## src/rtl/cpu_pkg.sv

```systemverilog
// Shared CPU definitions: ALU operation codes, forwarding source codes and
// the operation code used for pipeline bubbles.
package cpu_pkg;

  // ALU operation codes
  localparam logic [5:0] ALU_ADD    = 6'b000000;
  localparam logic [5:0] ALU_SLL    = 6'b000001;
  localparam logic [5:0] ALU_SLT    = 6'b000010;
  localparam logic [5:0] ALU_SLTU   = 6'b000011;
  localparam logic [5:0] ALU_XOR    = 6'b000100;
  localparam logic [5:0] ALU_SRL    = 6'b000101;
  localparam logic [5:0] ALU_OR     = 6'b000110;
  localparam logic [5:0] ALU_AND    = 6'b000111;
  localparam logic [5:0] ALU_MUL    = 6'b001000;
  localparam logic [5:0] ALU_MULH   = 6'b001001;
  localparam logic [5:0] ALU_MULHSU = 6'b001010;
  localparam logic [5:0] ALU_MULHU  = 6'b001011;
  localparam logic [5:0] ALU_DIV    = 6'b001100;
  localparam logic [5:0] ALU_DIVU   = 6'b001101;
  localparam logic [5:0] ALU_REM    = 6'b001110;
  localparam logic [5:0] ALU_REMU   = 6'b001111;
  localparam logic [5:0] ALU_SUB    = 6'b010000;
  localparam logic [5:0] ALU_SRA    = 6'b010101;
  localparam logic [5:0] ALU_FWD    = 6'b011000;

  // Operand source reported on fwd_a / fwd_b
  localparam logic [1:0] FWD_SRC_REG   = 2'b00;
  localparam logic [1:0] FWD_SRC_MEMWB = 2'b01;
  localparam logic [1:0] FWD_SRC_EXMEM = 2'b10;

  // A bubble executes as a harmless ADD
  localparam logic [5:0] BUBBLE_ALU_SEL = ALU_ADD;

endpackage

```

## src/rtl/fwd_mux.sv

```systemverilog
// Operand forwarding mux: picks the youngest in-flight producer of a source
// register (EX/MEM over MEM/WB), falling back to the latched register value.
// x0 is never forwarded, and an invalid stage always reports the register path.
module fwd_mux
  import cpu_pkg::*;
#(
  parameter int XLEN   = 32,
  parameter int REG_AW = 5
) (
  input  logic              stage_valid,
  input  logic [REG_AW-1:0] rs_addr,
  input  logic [XLEN-1:0]   reg_data,
  input  logic              exmem_we,
  input  logic [REG_AW-1:0] exmem_rd,
  input  logic [XLEN-1:0]   exmem_result,
  input  logic              memwb_we,
  input  logic [REG_AW-1:0] memwb_rd,
  input  logic [XLEN-1:0]   memwb_result,
  output logic [XLEN-1:0]   operand,
  output logic [1:0]        src
);

  logic ex_hit_s;
  logic wb_hit_s;

  // A later stage supplies rs when it writes a non-zero rd equal to rs
  function automatic logic producer_hit(input logic              we,
                                        input logic [REG_AW-1:0] rd,
                                        input logic [REG_AW-1:0] rs);
    return we && (rd != {REG_AW{1'b0}}) && (rd == rs);
  endfunction

  // Select the forwarding source and the resulting operand
  always_comb begin
    ex_hit_s = producer_hit(exmem_we, exmem_rd, rs_addr);
    wb_hit_s = producer_hit(memwb_we, memwb_rd, rs_addr);
    src      = FWD_SRC_REG;
    operand  = reg_data;
    if (!stage_valid) begin
      src     = FWD_SRC_REG;
      operand = reg_data;
    end else if (ex_hit_s) begin
      src     = FWD_SRC_EXMEM;
      operand = exmem_result;
    end else if (wb_hit_s) begin
      src     = FWD_SRC_MEMWB;
      operand = memwb_result;
    end else begin
      src     = FWD_SRC_REG;
      operand = reg_data;
    end
  end

endmodule

```

## src/rtl/id_ex_pipeline_reg.sv

```systemverilog
// ID/EX pipeline register feeding the ALU. Latches the decoded instruction,
// resolves RAW hazards by forwarding from EX/MEM and MEM/WB, and supports
// hold (stall) and bubble insertion (flush, or an invalid decode slot).
module id_ex_pipeline_reg
  import cpu_pkg::*;
#(
  parameter int XLEN   = 32,
  parameter int REG_AW = 5,
  parameter int SEL_W  = 6
) (
  input  logic              clk,
  input  logic              reset,
  input  logic              stall,
  input  logic              flush,
  input  logic              id_valid,
  input  logic [XLEN-1:0]   id_pc,
  input  logic [XLEN-1:0]   id_rs1_data,
  input  logic [XLEN-1:0]   id_rs2_data,
  input  logic [XLEN-1:0]   id_imm,
  input  logic [REG_AW-1:0] id_rs1_addr,
  input  logic [REG_AW-1:0] id_rs2_addr,
  input  logic [REG_AW-1:0] id_rd_addr,
  input  logic [SEL_W-1:0]  id_alu_select,
  input  logic              id_op1_sel,
  input  logic              id_op2_sel,
  input  logic              id_reg_we,
  input  logic              id_mem_read,
  input  logic              id_mem_write,
  input  logic [REG_AW-1:0] exmem_rd,
  input  logic [REG_AW-1:0] memwb_rd,
  input  logic              exmem_we,
  input  logic              memwb_we,
  input  logic [XLEN-1:0]   exmem_result,
  input  logic [XLEN-1:0]   memwb_result,
  output logic              ex_valid,
  output logic [XLEN-1:0]   alu_data1,
  output logic [XLEN-1:0]   alu_data2,
  output logic [SEL_W-1:0]  alu_select,
  output logic [REG_AW-1:0] ex_rd_addr,
  output logic              ex_reg_we,
  output logic              ex_mem_read,
  output logic              ex_mem_write,
  output logic [XLEN-1:0]   ex_store_data,
  output logic [1:0]        fwd_a,
  output logic [1:0]        fwd_b
);

  // Stage registers
  logic              valid_r;
  logic [XLEN-1:0]   pc_r;
  logic [XLEN-1:0]   rs1_data_r;
  logic [XLEN-1:0]   rs2_data_r;
  logic [XLEN-1:0]   imm_r;
  logic [REG_AW-1:0] rs1_addr_r;
  logic [REG_AW-1:0] rs2_addr_r;
  logic [REG_AW-1:0] rd_addr_r;
  logic [SEL_W-1:0]  alu_sel_r;
  logic              op1_sel_r;
  logic              op2_sel_r;
  logic              reg_we_r;
  logic              mem_read_r;
  logic              mem_write_r;

  logic              load_en_s;
  logic              bubble_s;
  logic [XLEN-1:0]   rs1_fwd_s;
  logic [XLEN-1:0]   rs2_fwd_s;
  logic [1:0]        fwd_a_s;
  logic [1:0]        fwd_b_s;

  // Decide whether the stage updates this edge and whether it takes a bubble;
  // flush overrides stall, and an empty decode slot also becomes a bubble
  always_comb begin
    load_en_s = 1'b0;
    bubble_s  = 1'b0;
    if (flush) begin
      load_en_s = 1'b1;
      bubble_s  = 1'b1;
    end else if (stall) begin
      load_en_s = 1'b0;
      bubble_s  = 1'b0;
    end else begin
      load_en_s = 1'b1;
      bubble_s  = !id_valid;
    end
  end

  // Stage register update: async clear, then bubble / hold / load
  always_ff @(posedge clk or negedge reset) begin
    if (!reset) begin
      valid_r     <= 1'b0;
      pc_r        <= {XLEN{1'b0}};
      rs1_data_r  <= {XLEN{1'b0}};
      rs2_data_r  <= {XLEN{1'b0}};
      imm_r       <= {XLEN{1'b0}};
      rs1_addr_r  <= {REG_AW{1'b0}};
      rs2_addr_r  <= {REG_AW{1'b0}};
      rd_addr_r   <= {REG_AW{1'b0}};
      alu_sel_r   <= SEL_W'(BUBBLE_ALU_SEL);
      op1_sel_r   <= 1'b0;
      op2_sel_r   <= 1'b0;
      reg_we_r    <= 1'b0;
      mem_read_r  <= 1'b0;
      mem_write_r <= 1'b0;
    end else if (load_en_s) begin
      if (bubble_s) begin
        valid_r     <= 1'b0;
        pc_r        <= {XLEN{1'b0}};
        rs1_data_r  <= {XLEN{1'b0}};
        rs2_data_r  <= {XLEN{1'b0}};
        imm_r       <= {XLEN{1'b0}};
        rs1_addr_r  <= {REG_AW{1'b0}};
        rs2_addr_r  <= {REG_AW{1'b0}};
        rd_addr_r   <= {REG_AW{1'b0}};
        alu_sel_r   <= SEL_W'(BUBBLE_ALU_SEL);
        op1_sel_r   <= 1'b0;
        op2_sel_r   <= 1'b0;
        reg_we_r    <= 1'b0;
        mem_read_r  <= 1'b0;
        mem_write_r <= 1'b0;
      end else begin
        valid_r     <= 1'b1;
        pc_r        <= id_pc;
        rs1_data_r  <= id_rs1_data;
        rs2_data_r  <= id_rs2_data;
        imm_r       <= id_imm;
        rs1_addr_r  <= id_rs1_addr;
        rs2_addr_r  <= id_rs2_addr;
        rd_addr_r   <= id_rd_addr;
        alu_sel_r   <= id_alu_select;
        op1_sel_r   <= id_op1_sel;
        op2_sel_r   <= id_op2_sel;
        reg_we_r    <= id_reg_we;
        mem_read_r  <= id_mem_read;
        mem_write_r <= id_mem_write;
      end
    end
  end

  fwd_mux #(.XLEN(XLEN), .REG_AW(REG_AW)) u_fwd_a (
    .stage_valid  (valid_r),
    .rs_addr      (rs1_addr_r),
    .reg_data     (rs1_data_r),
    .exmem_we     (exmem_we),
    .exmem_rd     (exmem_rd),
    .exmem_result (exmem_result),
    .memwb_we     (memwb_we),
    .memwb_rd     (memwb_rd),
    .memwb_result (memwb_result),
    .operand      (rs1_fwd_s),
    .src          (fwd_a_s)
  );

  fwd_mux #(.XLEN(XLEN), .REG_AW(REG_AW)) u_fwd_b (
    .stage_valid  (valid_r),
    .rs_addr      (rs2_addr_r),
    .reg_data     (rs2_data_r),
    .exmem_we     (exmem_we),
    .exmem_rd     (exmem_rd),
    .exmem_result (exmem_result),
    .memwb_we     (memwb_we),
    .memwb_rd     (memwb_rd),
    .memwb_result (memwb_result),
    .operand      (rs2_fwd_s),
    .src          (fwd_b_s)
  );

  // ALU operand selection: PC / immediate paths override the forwarded values
  always_comb begin
    alu_data1 = rs1_fwd_s;
    alu_data2 = rs2_fwd_s;
    if (op1_sel_r) begin
      alu_data1 = pc_r;
    end else begin
      alu_data1 = rs1_fwd_s;
    end
    if (op2_sel_r) begin
      alu_data2 = imm_r;
    end else begin
      alu_data2 = rs2_fwd_s;
    end
  end

  assign ex_valid      = valid_r;
  assign alu_select    = alu_sel_r;
  assign ex_rd_addr    = rd_addr_r;
  assign ex_reg_we     = reg_we_r;
  assign ex_mem_read   = mem_read_r;
  assign ex_mem_write  = mem_write_r;
  assign ex_store_data = rs2_fwd_s;
  assign fwd_a         = fwd_a_s;
  assign fwd_b         = fwd_b_s;

endmodule

```

## config.mk

```make
export PLATFORM = sky130hd
export DESIGN_NAME = id_ex_pipeline_reg
export DESIGN_NICKNAME = d
export VERILOG_FILES = /design/src/rtl/cpu_pkg.sv /design/src/rtl/fwd_mux.sv /design/src/rtl/id_ex_pipeline_reg.sv
export SDC_FILE = /design/constraint.sdc
export NUM_CORES = 1
export LEC_CHECK = 0
export CAP_MARGIN = 30
export CORE_MARGIN = 2
export CORE_UTILIZATION = 45
export CTS_BUF_LIST = sky130_fd_sc_hd__clkbuf_8
export DETAILED_ROUTE_END_ITERATION = 16
export PLACE_DENSITY = 0.83
export RECOVER_POWER = 50
export SYNTH_ARGS = -nofsm -noshare
export SYNTH_HDL_FRONTEND = slang
export SYNTH_HIERARCHICAL = 1
export SYNTH_SLANG_ARGS = --single-unit
```

## constraint.sdc

```tcl
create_clock -name clk -period 2.61 [get_ports clk]
set_input_delay 0.3915 -clock clk [delete_from_list [all_inputs] [get_ports clk]]
set_output_delay 0.3915 -clock clk [all_outputs]
set_load 0.01 [all_outputs]
```

==> results.sh, run 1 <==
export IMPL_leakagePower_nw=5.70
export IMPL_die_h_um=143
export IMPL_p_sw_share_pct=27.1
export IMPL_arrival_ns=2.90
export IMPL_clkTransAtPathRegs_ns=0.09
export IMPL_worst_slew_pin_slew_ns=1.61
export IMPL_drtAntennaViolNets=0
export IMPL_clockBufferDepth=2
export IMPL_slew_limit_headroom_pct=-7.13
export IMPL_cellInternalPower_mw=4.17
export IMPL_drtIter0Drc=673
export IMPL_core_area_mm2=0.0188
export IMPL_syn_inst=775
export IMPL_setup_ws_ns=-0.680
export IMPL_area_growth_pct=56.8
export IMPL_end_kind="output pin"
export IMPL_p_switching_mw=1.55
export IMPL_violations="DRC, capacitance limit, slew limit, setup timing"
export IMPL_port_buffers=349
export IMPL_yosys_warnings=6
export IMPL_nets=1375
export IMPL_power_density_mw_per_mm2=422
export IMPL_cts_buffers=17
export IMPL_die_area_mm2=0.0204
export IMPL_start_util_pct=46.2
export IMPL_wl_per_cell_um=25.2
export IMPL_hold_class="in -> reg"
export IMPL_grt_pass1_vias=8577
export IMPL_drv_slew=102
export IMPL_drc_errors=1
export IMPL_finClkSkew_ns=0
export IMPL_cts_sinks=155
export IMPL_clockPowerShare_pct=34.6
export IMPL_status="finished with violations"
export IMPL_yosysTopAreaCell="dfrtp_1"
export IMPL_placed_area_mm2=0.0123
export IMPL_finalPower_mw=5.73
export IMPL_critPathLaunchType="flop"
export IMPL_num_io_pins=350
export IMPL_cp_cell_sequence="nor4_2 > o21ai_1 > nor3b_4 > or2_1 > buf_12 > o221a_1 > mux2_1 > dlygate4sd2_1"
export IMPL_clk_latency_ns=0.45
export IMPL_path_max_fanout=32
export IMPL_hold_ws_ns=0.332
export IMPL_synth_top_cell_area_share_pct=44.8
export IMPL_cap_violations=2
export IMPL_rows=50
export IMPL_drive_above_1_share_pct=25.2
export IMPL_grt_pass1_wl_um=48300
export IMPL_synthTopCellsByCount="dfrtp_1 (155), a32o_1 (88), nand2_1 (70), a21oi_1 (66), nand3b_1 (66)"
export IMPL_drt_wl_total_um=34900
export IMPL_synth_area_leaders="dfrtp_1 (45%), a32o_1 (10%), mux2_1 (8.3%)"
export IMPL_track_usage_pct=31.5
export IMPL_diodes=0
export IMPL_finalInstanceArea_mm2=0.0136
export IMPL_overflow=0
export IMPL_power_frac_seq_pct=44.6
export IMPL_synthFlopType="dfrtp_1"
export IMPL_cts_max_level=4
export IMPL_clockRootBuffer="clkbuf_8"
export IMPL_first_pass_iters=11
export IMPL_vdd_drop_max_mv=0.493
export IMPL_viasPerCell=6.14
export IMPL_fin_crit_ns=3.29
export IMPL_rsz0062_at_grt="yes"
export IMPL_syn_mean_instance_area_um2=11.2
export IMPL_fp_dieW_um=143
export IMPL_final_period_utilization_pct=126
export IMPL_place_congestion=0.895
export IMPL_critPathRequiredTime_ns=2.22
export IMPL_synthArstFlopShare_pct=100
export IMPL_antenna_found_initial=0
export IMPL_syn_nets=1010
export IMPL_yosysMostFrequentCell="dfrtp_1"
export IMPL_hold_viol_final=0
export IMPL_synth_seq_area_share_pct=44.8
export IMPL_max_stage_delay_ns=0.47
export IMPL_setup_viol=97
export IMPL_synth_distinct_cells=34
export IMPL_p_comb_share_pct=20.8
export IMPL_max_freq_mhz=304
export IMPL_crit_type="reg -> out"
export IMPL_synth_edff_count=0
export IMPL_num_vias=8520
export IMPL_fin_util_pct=72.4
export IMPL_crit_slowest_cell="dfrtp_2"
export IMPL_dp_hpwl_um=21200
export IMPL_ys_ff_latch=155
export IMPL_cts_tree="built"
export IMPL_grt_max_degree=89
export IMPL_syn_cell_area_mm2=0.00866
per-stage QoR:
stage          TNS (ns)  instances  worst slack [ns]
6_report         -45.67       1387            -0.680
5_1_grt          -57.38       1387            -0.764
4_1_cts          -41.96       1368            -0.599
3_5_place_dp     -71.31       1318            -0.976
3_3_place_gp     -67.62       1318            -0.863
2_1_floorplan         0        775             0.209
power by group through the flow:
stage | Combinational (mW) | Clock [mW] | Sequential, mW
after detailed placement | 1.12 | 0 | 2.59
after floorplan | 0.414 | 0 | 2.58
after global routing | 1.26 | 2.10 | 2.56
after global placement | 1.11 | 0 | 2.59
final | 1.19 | 1.98 | 2.56
after CTS | 1.13 | 2.00 | 2.55
registers in the layout, summed over array words and instances, names as in the netlist:
signal        flops
ex_mem_write      1
imm_r            32
alu_select        6
ex_reg_we         1
ex_rd_addr        5
ex_valid          1
rs2_addr_r        5
rs2_data_r       32
rs1_data_r       32
ex_mem_read       1
op2_sel_r         1
rs1_addr_r        5
op1_sel_r         1
pc_r             32
layer usage:
metal / GRT usage (%) / routed length [µm] / vias to the layer above
li1: - / - / 3686
met1: 37.1 / 13300 / 4199
met2: 53.1 / 16900 / 525
met3: 9.49 / 3290 / 110
met4: 14.1 / 1540 / 0
met5: 0 / 0 / -
layout by cell type (no fill, tap or decap), drive strengths merged, types with 3 or more instances in the layout:
master,count
o21ai,4
or2,4
a21oi,66
or2b,44
and3,4
bufinv,3
nand2,70
nor4,4
xor2,6
clkdlybuf4s50,239
nand2b,20
a32o,88
inv,8
dlymetal6s2s,3
mux2,64
dlygate4sd2,7
dfrtp,155
clkbuf,54
buf,145
xnor2,10
clkdlybuf4s15,3
o221a,64
clkinv,5
nand3b,66
worst max-delay path, delay by kind of cell (launching register included):
kind	cells	cell delay (ns)
and+or+nand+nor	3	0.72
DFF	1	0.47
muxes	1	0.32
buffers and inverters	2	0.48
AOI/OAI and AO/OA	2	0.43
worst paths after layout:
check                         startpoint            end  slack, ns  cells after the start
hold / removal                     flush       imm_r[1]       0.33                      2
setup / recovery           rs1_addr_r[0]   alu_data1[0]      -0.68                      8
min in group asynchronous          reset      imm_r[21]       0.85                      2
max in group asynchronous          reset      op2_sel_r       0.22                      3
hold reg to reg            ex_rd_addr[3]  ex_rd_addr[3]       0.50                      1
setup reg to reg           rs2_addr_r[0]  rs2_addr_r[0]       1.48                      4
layout make-up:
type	count	area [µm²]
clock buffers	19	262
clock inverters	13	165
fillers	1328	5180
inverters	5	20.0
multi-input cells	528	4570
flip-flops and latches	155	3890
well taps	234	293
repair buffers	433	4380
what timing repair did:
item | 4_1_cts | 5_1_grt
cloned | 6 | 7
endpoints found under the hold margin | 55 | 0
gates resized for setup | 313 | 213
pin swaps | 9 | 18
hold buffers | 1 | 0
setup buffers | 11 | 21
setup endpoints to repair | 100 | 98
logic make-up after synthesis:
family / count (synthesis) / share of synthesized area (%)
DFF: 155 / 44.8
and+or+nand+nor: 223 / 15.8
xor gates and xnor gates: 16 / 1.62
buffers and inverters: 92 / 6.59
muxes: 65 / 8.44
AOI/OAI and AO/OA: 224 / 22.7
Power figures use the tool's default switching activity.
==> run 2: changes to the inputs <==
TNS_END_PERCENT = 5   (was default)
==> results.sh, run 2 (synthesized netlist as in run 1, its figures left out) <==
export IMPL_power_density_mw_per_mm2=437
export IMPL_max_freq_mhz=311
export IMPL_setup_ws_ns=-0.604
export IMPL_worst_slew_pin_slew_ns=1.56
export IMPL_final_period_utilization_pct=123
export IMPL_cap_violations=2
export IMPL_worstHoldStart="flush"
export IMPL_hold_class="in -> reg"
export IMPL_final_cell_mix="clkdlybuf4s50_1 (241), dfrtp_1 (151), a32o_1 (88)"
export IMPL_dpl_worst_slack_ns=-0.976
export IMPL_gr_usage_met3_pct=8.15
export IMPL_busiest_layer="met2"
export IMPL_drive_above_1_share_pct=13.3
export IMPL_vdd_drop_max_mv=0.493
export IMPL_grtUsageMet2_pct=49.3
export IMPL_status="finished with violations"
export IMPL_antenna_found_initial=1
export IMPL_nets=1347
export IMPL_end_kind="output pin"
export IMPL_fp_dieW_um=143
export IMPL_dp_cells=1318
export IMPL_cp_startpoint="rs1_addr_r[0]"
export IMPL_cts_sinks=155
export IMPL_hold_viol_final=0
export IMPL_clkTransAtPathRegs_ns=0.09
export IMPL_overflow=0
export IMPL_timing_rr_start="op2_sel_r"
export IMPL_multi_input_area_mm2=0.00432
export IMPL_first_pass_iters=5
export IMPL_layout_commonest_cell="clkdlybuf4s50_1"
export IMPL_cts_tree="built"
export IMPL_start_util_pct=46.2
export IMPL_met1_usage_pct=35.6
export IMPL_critPathLaunchType="flop"
export IMPL_arrival_ns=2.82
export IMPL_die_h_um=143
export IMPL_clockRootBuffer="clkbuf_8"
export IMPL_dp_hpwl_um=21200
export IMPL_core_area_mm2=0.0188
export IMPL_track_usage_pct=29.7
export IMPL_viasPerCell=6.01
export IMPL_drtAntennaViolNets=0
export IMPL_diodes=0
export IMPL_setup_viol=96
export IMPL_critPathRequiredTime_ns=2.22
export IMPL_clk_latency_ns=0.44
export IMPL_path_max_fanout=33
export IMPL_fin_crit_ns=3.21
export IMPL_drt_wl_total_um=31200
export IMPL_drtIter0Drc=511
export IMPL_fin_util_pct=68.4
export IMPL_rows=50
export IMPL_grt_pass1_wl_um=46100
export IMPL_clockBufferDepth=2
export IMPL_grt_pass1_vias=8460
export IMPL_finalNonFillerCells=1359
export IMPL_finalPower_mw=5.61
export IMPL_violations="capacitance limit, slew limit, setup timing"
export IMPL_rsz0062_at_grt="yes"
export IMPL_die_area_mm2=0.0204
export IMPL_num_vias=8173
export IMPL_port_buffers=349
export IMPL_leakagePower_nw=5.78
export IMPL_drc_errors=0
export IMPL_area_growth_pct=48.3
export IMPL_nFillCells=1452
export IMPL_cts_max_level=4
export IMPL_drv_slew=102
export IMPL_cts_buffers=17
export IMPL_crit_type="reg -> out"
export IMPL_place_congestion=0.895
export IMPL_num_io_pins=350
export IMPL_slew_limit_headroom_pct=-3.90
export IMPL_seq_area_mm2=0.00388
export IMPL_wl_per_cell_um=23.0
export IMPL_finClkSkew_ns=0
export IMPL_grt_max_degree=89
## run 2: changes by cell type in the layout (fill, tap and decap cells not counted), moves of 6 or more
| cell | previous run | this run |
|---|---|---|
| buf_4 | 40 | 50 |
| mux2_4 | 37 | 3 |
| o221a_1 | 53 | 60 |
| mux2_1 | 27 | 61 |
| buf_2 | 17 | 2 |
| o221a_4 | 11 | 4 |
| clkbuf_16 | 6 | 0 |
| dlygate4sd2_1 | 7 | 42 |
| buf_6 | 70 | 3 |
| dlymetal6s2s_1 | 3 | 25 |
## run 2: stage by stage
| step | area, µm² | setup TNS [ns] | hold slack (ns) |
|---|---|---|---|
| after floorplan | 8660 | 0 | 0.0959 |
| after global placement | 12300 | -67.62 | 0.406 |
| after detailed placement | 12300 | -71.31 | 0.407 |
| after CTS | 12800 | -49.98 | 0.289 |
| after global routing | 12800 | -52.65 | 0.321 |
| final | 12800 | -37.53 | 0.328 |
## run 2: per-layer routing
| metal | routed length (µm) | up-vias |
|---|---|---|
| li1 | - | 3626 |
| met1 | 12000 | 4004 |
| met2 | 14800 | 453 |
| met3 | 2940 | 88 |
| met4 | 1370 | 2 |
| met5 | 11 | - |
## run 2: worst paths after layout
kind                            endpoint  cells after the start  slack [ns]
setup / recovery           alu_data1[15]                      9       -0.60
hold / removal                  imm_r[1]                      2        0.33
setup reg to reg               op2_sel_r                      3        1.64
hold reg to reg            ex_rd_addr[3]                      1        0.50
max in group asynchronous      op2_sel_r                      3        0.20
min in group asynchronous      imm_r[21]                      2        0.85
## run 2: what timing repair did
item,CTS,global route
buffers inserted,4,4
endpoints found under the hold margin,55,0
gates resized for setup,86,100
pin swaps,6,7
setup endpoints to repair,100,100
hold buffers,1,0
## run 2: report_power, final
group          switching [mW]  internal [mW]
sequential             0.0627           2.49
combinational           0.475          0.618
clock                   0.964           1.01
## run 2: area by class of cell
type / instances / area share (%)
sequential: 155 / 30.2
tap: 234 / 2.28
multi-input combinational: 528 / 33.6
clock inverter: 13 / 1.29
clock buffer: 19 / 2.04
timing repair buffer: 405 / 30.4
inverter: 5 / 0.156
## run 2: critical path: stages, from the launching register on
cell and delay, ns:
dfrtp_2 0.45, buf_4 0.15, xnor2_1 0.14, nand3_1 0.10, nor3b_2 0.29, nand2_2 0.11
buf_12 0.20, o221a_4 0.29, mux2_1 0.32, dlygate4sd2_1 0.30
==> edit (config.mk and constraints of run 2) <==
Reset style: synchronous (`reset`), changed in one clocked block. Comments in the files are not updated.
--- a/src/rtl/id_ex_pipeline_reg.sv
+++ b/src/rtl/id_ex_pipeline_reg.sv
@@ -88,3 +88,3 @@
   // Stage register update: async clear, then bubble / hold / load
-  always_ff @(posedge clk or negedge reset) begin
+  always_ff @(posedge clk) begin
     if (!reset) begin
Formal check against the unedited RTL: differs if reset is asserted again (counterexample within 4 cycles, from zero or initial values and one cycle with reset low); with reset held inactive, the same outputs for 4 cycles.
==> edit against run 2 <==
  * Critical endpoint is now alu_data2[12]
  * Wire length increased by 1.5%
  * Highest routed layer is now met4
  * Sequential cell count is the same
  * Synthesized area down 1.9%
  * Largest cell class unchanged
  * Count of clock-buffer cells in the layout shrank 2
  * Critical path type is now in -> out
  * Final area is 4.7% higher
  * The flow still finishes with violations (capacitance limit, slew limit, setup timing)
  * Worst setup slack better by 0.15 ns
  * Power fell by 8.4%
  * Sequential power decreased by 4%
  * Via count increased by 7.3%
  * Global-route usage decreased by 0.17 points
  * Clock skew unchanged
==> edit: results <==
cells_and_area:
  nNetsFinal: 1550
  final_layout_size_suffix_gt1_share_pct: 24.2
critical_path:
  setup_slack_on_the_worst_flop_to_flop_path_ns: 1.68
  r2r-start: "op1_sel_r"
  r2r_cells: 2
  critical_path.max_fanout: 6
  critical_path.reg2reg.endpoint: "op1_sel_r"
  timing.critical_path.from: "exmem_rd[4]"
  critical_path_arrival_ns: 2.67
  crit_slowest_cell: "sky130_fd_sc_hd__clkdlybuf4s50_1"
  crit_path_max_incr_delay_ns: 0.48
routing:
  routed_wl_mm: 31.7
  dr.first_iter.drc_count: 529
  drt-vias-per-instance: 5.61
global_route:
  track_usage_pct: 29.5
  grt_pass1_wl_mm: 46.0
  maximum_number_of_pins_on_one_net_before_global_route_repair: 80
  number_of_antenna_violations_at_the_first_check_in_global_routing: 2
  number_of_global_route_vias_before_repair: 8461
synthesis:
  post_synth_num_cell_types: 33
  ys_top_cells_by_area: "sky130_fd_sc_hd__dfxtp_1 37%, sky130_fd_sc_hd__nand3b_1 14%, sky130_fd_sc_hd__a21oi_1 9.1%"
  syn-num-nets: 1193
  synth.cells.most_frequent: "158 x sky130_fd_sc_hd__nand2_1, 155 x sky130_fd_sc_hd__dfxtp_1, 154 x sky130_fd_sc_hd__a21oi_1, 154 x sky130_fd_sc_hd__nand3b_1"
  ys_async_rst_share_pct: 0
  synth-seq-area-share_pct: 36.5
worst_hold_path:
  min_to: "rs1_data_r[12]"
  hold_start: "stall"
  hold_path_depth: 3
sta:
  whs_ns: 0.330
  slew_headroom_pct: -15.5
  fin_ws_ns: -0.456
  fin_clk_skew_ns: 0
  setup_viol_count_final: 96
  final_max_slew_viol_count: 157
place:
  gpl.final_weighted_congestion: 0.847
  detailed_place_hpwl_mm: 20.4
  pre_cts_slack_ns: -0.809
flow_run:
  drv.max_cap_violation_count: 2
pwr:
  leakage_nw: 4.82
  p_switching_mw: 1.35
  ir_drop_worst_case_vdd_mv: 0.274
status:
  violations: "capacitance limit, slew limit, setup timing"
  result_of_the_run: "finished, violations left"
clock_network:
  h-tree-depth: 4
  root_buffer_selected_by_cts: "sky130_fd_sc_hd__clkbuf_8"
==> edit: cell count changes after synthesis, sizes merged, moves of 12 or more <==
cell / change
a21oi: +88
dfxtp: +155
dfrtp: -155
nand2: +88
nand3b: +88
buf: +12
a32o: -88
==> edit: how the worst max path moves through the flow <==
stage | end | slack [ns]
after floorplan | alu_data2[10] | 0.27
after global placement | alu_data1[0] | -0.80
after detailed placement | alu_data1[0] | -0.81
after CTS | ex_store_data[12] | -0.36
after global routing | alu_data1[4] | -0.53
final | alu_data2[12] | -0.46
==> edit: timing repair <==
action / CTS / global route
buffers inserted: 19 / 4
pin swaps: 25 / 15
hold buffers: 0 / 0
resized for setup: 481 / 64
endpoints found under the setup margin: 100 / 100
cloned: 6 / 2
==> edit: critical path, delay by kind of cell <==
family	cells	cell delay (ns)
compound gates	2	0.33
buf+inv	5	0.93
mux	1	0.30
simple gates	3	0.71
==> edit: logic make-up (layout without fill, tap and decap cells) <==
family	Yosys count	after routing	share of synthesized area, %
AO/OA/AOI/OAI	224	224	18.0
XOR/XNOR	16	16	1.65
multiplexers	65	65	8.60
flip-flops	155	155	36.5
other	0	1	0
buffers and inverters	100	469	7.54
AND/OR/NAND/NOR	398	398	27.7
==> edit: final cells by class <==
class | instances | area (um2)
fillers | 1418 | 5200
clock buffers | 17 | 234
well taps | 234 | 293
multi-input cells | 703 | 5070
diodes | 1 | 2.50
flip-flops and latches | 155 | 3120
clock inverters | 14 | 135
repair buffers | 434 | 4580
inverters | 4 | 15.0
==> edit: metrics by stage <==
stage / cells / instance area, um2 / TNS [ns] / util [%]
floorplan: 958 / 8500 / 0 / -
global placement: 1500 / 12300 / -66.28 / 65.8
detailed placement: 1500 / 12300 / -67.76 / 65.8
CTS: 1556 / 13200 / -23.39 / 71.0
global route: 1562 / 13400 / -36.71 / 72.1
finish: 1562 / 13400 / -31.63 / 72.1
==> edit: power groups by stage <==
stage	Combinational, mW	Sequential, mW	Clock (mW)
floorplan	0.352	2.49	0
global placement	0.875	2.49	0
detailed placement	0.885	2.50	0
CTS	0.906	2.44	1.81
global route	0.984	2.45	1.90
finish	0.925	2.44	1.77
==> edit: per-layer routing <==
layer	vias up	share of wire, %	global-route usage [%]
li1	4111	-	-
met2	419	49	50.0
met1	4173	39	35.7
met4	0	3.2	11.3
met3	64	9.1	8.07
met5	-	0	0
